File: src/rtl/dest_tag_pipe.sv
// Destination-tag pipeline: per-stage (wa, tnew) bookkeeping for E/M/W, D-stage stall and D-stage forward select.
module dest_tag_pipe #(
  parameter int unsigned STALL_CNT_W = 32
) (
  input  logic                   clk,
  input  logic                   reset,
  input  logic                   flush,
  input  logic [4:0]             wa_D,
  input  logic [1:0]             tnew_D,
  input  logic [4:0]             rs_D,
  input  logic [4:0]             rt_D,
  input  logic [1:0]             tuse_rs_D,
  input  logic [1:0]             tuse_rt_D,
  output logic                   stall,
  output logic [4:0]             wa_E,
  output logic [4:0]             wa_M,
  output logic [4:0]             wa_W,
  output logic [1:0]             tnew_E,
  output logic [1:0]             tnew_M,
  output logic [1:0]             fwd_rs_D,
  output logic [1:0]             fwd_rt_D,
  output logic [STALL_CNT_W-1:0] stall_cnt
);

  logic [4:0]             wa_e_q, wa_e_d;
  logic [4:0]             wa_m_q, wa_m_d;
  logic [4:0]             wa_w_q, wa_w_d;
  logic [1:0]             tnew_e_q, tnew_e_d;
  logic [1:0]             tnew_m_q, tnew_m_d;
  logic [STALL_CNT_W-1:0] stall_cnt_q, stall_cnt_d;

  function automatic logic src_hazard(
    input logic [4:0] src,
    input logic [1:0] tuse,
    input logic [4:0] wa_e,
    input logic [1:0] tn_e,
    input logic [4:0] wa_m,
    input logic [1:0] tn_m
  );
    return (src != '0) &&
           (((src == wa_e) && (tn_e > tuse)) ||
            ((src == wa_m) && (tn_m > tuse)));
  endfunction

  // Youngest matching producer decides; a not-yet-ready match yields 0
  // rather than falling back to an older stage (stall covers it).
  function automatic logic [1:0] fwd_sel(
    input logic [4:0] src,
    input logic [4:0] wa_e,
    input logic [1:0] tn_e,
    input logic [4:0] wa_m,
    input logic [1:0] tn_m,
    input logic [4:0] wa_w
  );
    logic [1:0] sel;
    sel = 2'd0;
    if (src == '0) begin
      sel = 2'd0;
    end else if (src == wa_e) begin
      sel = (tn_e == '0) ? 2'd1 : 2'd0;
    end else if (src == wa_m) begin
      sel = (tn_m == '0) ? 2'd2 : 2'd0;
    end else if (src == wa_w) begin
      sel = 2'd3;
    end
    return sel;
  endfunction

  always_comb begin
    stall = src_hazard(rs_D, tuse_rs_D, wa_e_q, tnew_e_q, wa_m_q, tnew_m_q) |
            src_hazard(rt_D, tuse_rt_D, wa_e_q, tnew_e_q, wa_m_q, tnew_m_q);
    fwd_rs_D = fwd_sel(rs_D, wa_e_q, tnew_e_q, wa_m_q, tnew_m_q, wa_w_q);
    fwd_rt_D = fwd_sel(rt_D, wa_e_q, tnew_e_q, wa_m_q, tnew_m_q, wa_w_q);
  end

  always_comb begin
    wa_w_d      = wa_m_q;
    wa_m_d      = wa_e_q;
    tnew_m_d    = (tnew_e_q == '0) ? '0 : tnew_e_q - 2'd1;
    wa_e_d      = wa_D;
    tnew_e_d    = tnew_D;
    stall_cnt_d = stall_cnt_q;
    if (stall || flush) begin
      wa_e_d   = '0;
      tnew_e_d = '0;
    end
    if (stall && (stall_cnt_q != '1)) begin
      stall_cnt_d = stall_cnt_q + STALL_CNT_W'(1);
    end
  end

  always_ff @(posedge clk) begin
    if (reset) begin
      wa_e_q      <= '0;
      wa_m_q      <= '0;
      wa_w_q      <= '0;
      tnew_e_q    <= '0;
      tnew_m_q    <= '0;
      stall_cnt_q <= '0;
    end else begin
      wa_e_q      <= wa_e_d;
      wa_m_q      <= wa_m_d;
      wa_w_q      <= wa_w_d;
      tnew_e_q    <= tnew_e_d;
      tnew_m_q    <= tnew_m_d;
      stall_cnt_q <= stall_cnt_d;
    end
  end

  assign wa_E      = wa_e_q;
  assign wa_M      = wa_m_q;
  assign wa_W      = wa_w_q;
  assign tnew_E    = tnew_e_q;
  assign tnew_M    = tnew_m_q;
  assign stall_cnt = stall_cnt_q;

endmodule
File: config.mk
export PLATFORM = sky130hd
export DESIGN_NAME = dest_tag_pipe
export DESIGN_NICKNAME = d
export VERILOG_FILES = /design/src/rtl/dest_tag_pipe.sv
export SDC_FILE = /design/constraint.sdc
export NUM_CORES = 1
export LEC_CHECK = 0
export CAP_MARGIN = 10
export CORE_MARGIN = 2
export CORE_UTILIZATION = 45
export CTS_BUF_LIST = sky130_fd_sc_hd__clkbuf_4 sky130_fd_sc_hd__clkbuf_8
export DETAILED_ROUTE_END_ITERATION = 8
export PLACE_DENSITY = 0.85
export SYNTH_ARGS = -nofsm -noshare
export SYNTH_HDL_FRONTEND = slang
export SYNTH_SLANG_ARGS = --single-unit
File: constraint.sdc
create_clock -name clk -period 2.2 [get_ports clk]
set_input_delay 0.33 -clock clk [delete_from_list [all_inputs] [get_ports clk]]
set_output_delay 0.33 -clock clk [all_outputs]
set_load 0.1 [all_outputs]
==> results.ini <==
[power]
netSwitchingFraction_pct=34.6
p_sw_mw=0.722
intPower_mw=1.37
clkPwrFrac_pct=29.3
power_density_nw_per_um2=391
combPwrFrac_pct=26.9
vdd_ir_drop_max_mv=0.370
leakage_nw=2.12
p_seq_share_pct=43.8

[worst_setup_path]
path_cells=xnor2_1, nand3_1, nor3_2, a22o_1, a221oi_4, buf_6, buf_12, buf_6, or4_4, a21oi_2
required_ns=2.43
crit_path_start_kind=flip-flop
critPathBufInv=3
rrSetupSlack_ns=-0.34
crit_path_end_kind=flip-flop
path_max_fanout=5
crit_arrival_ns=2.77
crit_slowest_cell=or4_4
critPathTopFamily=simple AND/OR/NAND/NOR gates
critPathKind=reg2reg
path_common_cell=buf_6
max_stage_delay_ns=0.52

[yosys]
synth_top_area_share_pct=35.0
synth-async-reset-ratio_pct=0
synth_compound_area_share_pct=10.7
synth_ff_type=dfxtp_1
synthesis.area_um2=2910
synth_xor_area_share_pct=9.02
synth_edf_count=0
seq_area_frac_synth_pct=35.0
ys_warn_count=0
syn_inst=339
synth-simple-area-share_pct=30.1
synth_top_family_by_area=simple AND/OR/NAND/NOR gates
synth_adder_area_share_pct=4.29
syn_nets=373
synth_top_area_cell=dfxtp_1
postSynthAreaPerCell_um2=8.60
muxShareOfSynthArea_pct=6.05
synthTopCellsByArea=dfxtp_1 35%, xnor2_1 5.4%, mux2_2 5.0%, nor2b_1 4.9%, ha_1 4.3%
synth.distinct_cells=40
synth-seq-cells=51

[route]
first_iter_violations=365
wl_per_cell_um=24.3
drc_errors=0
totalWireLength_mm=13.4
num_vias=3543
viasPerCell=6.42
dr.pass1.iters=5
drtAntennaViolNets=0

[timing]
fmax_mhz=393
fin_skew_ns=0.0138
setup_ws_ns=-0.343
rsz0062_at_grt=true
setup-violations-final=36
hold_viol_final=0
slew_headroom_pct=61.2
finalMaxSlewViolations=0
finalCritPeriodShare_pct=116
tightest_slew_ns=0.581
finalCriticalPeriod_ns=2.54

[place]
gp_congestion=0.883
port-buffer-count=79
dp.cells=520
dp_hpwl_mm=6.19
dp_slack_ns=-0.703

[clock_tree]
clock_path_buffers=2
cts_sinks=51
clock_latency_ns=0.32
postCtsHoldBufs=0
cts_tree=yes
cts.htree.levels=2
clkTransAtPathRegs_ns=0.10
numCtsBuffers=5
root_buffer=clkbuf_8

[grt]
grt-ovfl-total=0
grt.met2_usage_pct=47.8
antenna_found_initial=0
use_met3_pct=6.10
busiest_layer=met2
grt_max_degree=49
grt_pass1_vias=3117
grt_pass1_wl_mm=16.3
grt_use_total_pct=28.5
met1_usage_pct=36.6

[floorplan]
io-pin-count=80
start_util_pct=46.2
die_w_um=84.5
core-area_um2=6310
die_y_um=84.5
dieArea_um2=7140
num_rows=29

[final_layout]
fillers=295
multi_input_area_um2=2530
nNetsFinal=508
regArea_um2=1190
drive_gt1_share_pct=65.1
n_antenna_cell=0
stdcell_count=552
area_delta_synth_final_pct=83.5

[run_status]
violations=negative setup slack
status=finished with violations

[worst_hold_path]
hold_class=reg2reg

[flow_run]
maxCapViolCount=0

[what timing repair did]
action,in CTS,in global routing
pin swaps,22,48
cloned,4,4
hold endpoints to repair,0,0
setup buffers,8,10
endpoints found under the setup margin,44,43
resized for setup,72,89
[cell type report]
class / instances / share of cell area [%]
clock inverter: 2 / 0.304
clock buffer: 6 / 1.43
inverter: 15 / 1.12
sequential: 51 / 22.3
multi-input combinational: 259 / 47.3
timing repair buffer: 142 / 25.8
tap: 77 / 1.80
[routing by layer]
layer | part of all wire, % | wire [um] | vias to the layer above
li1 | - | - | 1497
met1 | 37 | 4960 | 1726
met2 | 50 | 6650 | 252
met3 | 8.6 | 1150 | 68
met4 | 4.7 | 630 | 0
met5 | 0 | 0 | -
[registers in the layout, indices dropped and copies added (netlist names)]
register and cells:
tnew_M 2, wa_M 5, stall_cnt 32, wa_W 5, tnew_E 2, wa_E 5
[worst paths after layout]
path | endpoint | depth (start not counted) | from
worst min-delay path | stall_cnt[16] | 2 | stall_cnt[16]
worst min register to register | stall_cnt[16] | 2 | stall_cnt[16]
worst max-delay path | stall_cnt[29] | 10 | wa_M[0]
worst max register to register | stall_cnt[29] | 10 | wa_M[0]
[cells by family after synthesis]
kind of cell             after synthesis
AND/OR/NAND/NOR                      153
flip-flops                            51
AO/OA/AOI/OAI                         49
XOR/XNOR                              30
buffers and inverters                 30
multiplexers                          16
adder cells (fa/ha/maj)               10
[synthesized netlist by cell type (11+ instances only)]
master    n
nor2b_1  23
o31ai_1  11
dfxtp_1  51
xor2_1   12
nor2_1   22
mux2_2   13
nand3_1  20
or4_1    13
a21oi_1  24
inv_1    15
nand2_1  14
xnor2_1  18
[power groups by stage]
stage / logic [mW] / clock network, mW / registers, mW
2_1_floorplan: 0.168 / 0 / 1.02
3_3_place_gp: 0.399 / 0 / 0.928
6_report: 0.562 / 0.611 / 0.915
4_1_cts: 0.461 / 0.591 / 0.909
3_5_place_dp: 0.408 / 0 / 0.928
5_1_grt: 0.583 / 0.641 / 0.917
[worst register-to-register path, cell delays in order, from the launching register on]
cell      delay (ns)
dfxtp_4         0.39
xnor2_1         0.17
nand3_1         0.15
nor3_2          0.30
a22o_1          0.25
a221oi_4        0.06
buf_6           0.18
buf_12          0.14
buf_6           0.13
or4_4           0.52
a21oi_2         0.18
[layout by cell type, fill, tap and decap left out, types with 5 or more instances in the layout]
cell type,instances
buf_4,91
dfxtp_4,42
nor2b_1,21
a21oi_2,17
nor2_1,17
nand3_1,16
nand2_1,13
buf_6,13
xnor2_2,11
mux2_2,11
or4_4,10
inv_1,10
nand4_1,10
buf_12,10
nor4_4,9
and2_1,9
dfxtp_2,9
xor2_1,8
clkdlybuf4s50_1,8
a21oi_1,7
xnor2_1,6
dlygate4sd2_1,6
nor3_4,5
o31ai_1,5
o31ai_2,5
or3_1,5
ha_1,5
ha_4,5
clkbuf_8,5
[through the flow]
step	util (%)	setup TNS, ns	hold slack (ns)	area (um^2)	power (mW)
2_1_floorplan	-	-2.63	0.451	3290	1.18
4_1_cts	75.2	-0.944	0.507	4750	1.96
3_5_place_dp	68.0	-26.35	0.489	4300	1.34
3_3_place_gp	68.0	-23.35	0.486	4300	1.33
5_1_grt	84.7	-9.39	0.536	5350	2.14
6_report	84.7	-7.38	0.520	5350	2.09
No activity file was read; power rests on OpenSTA's default activity.
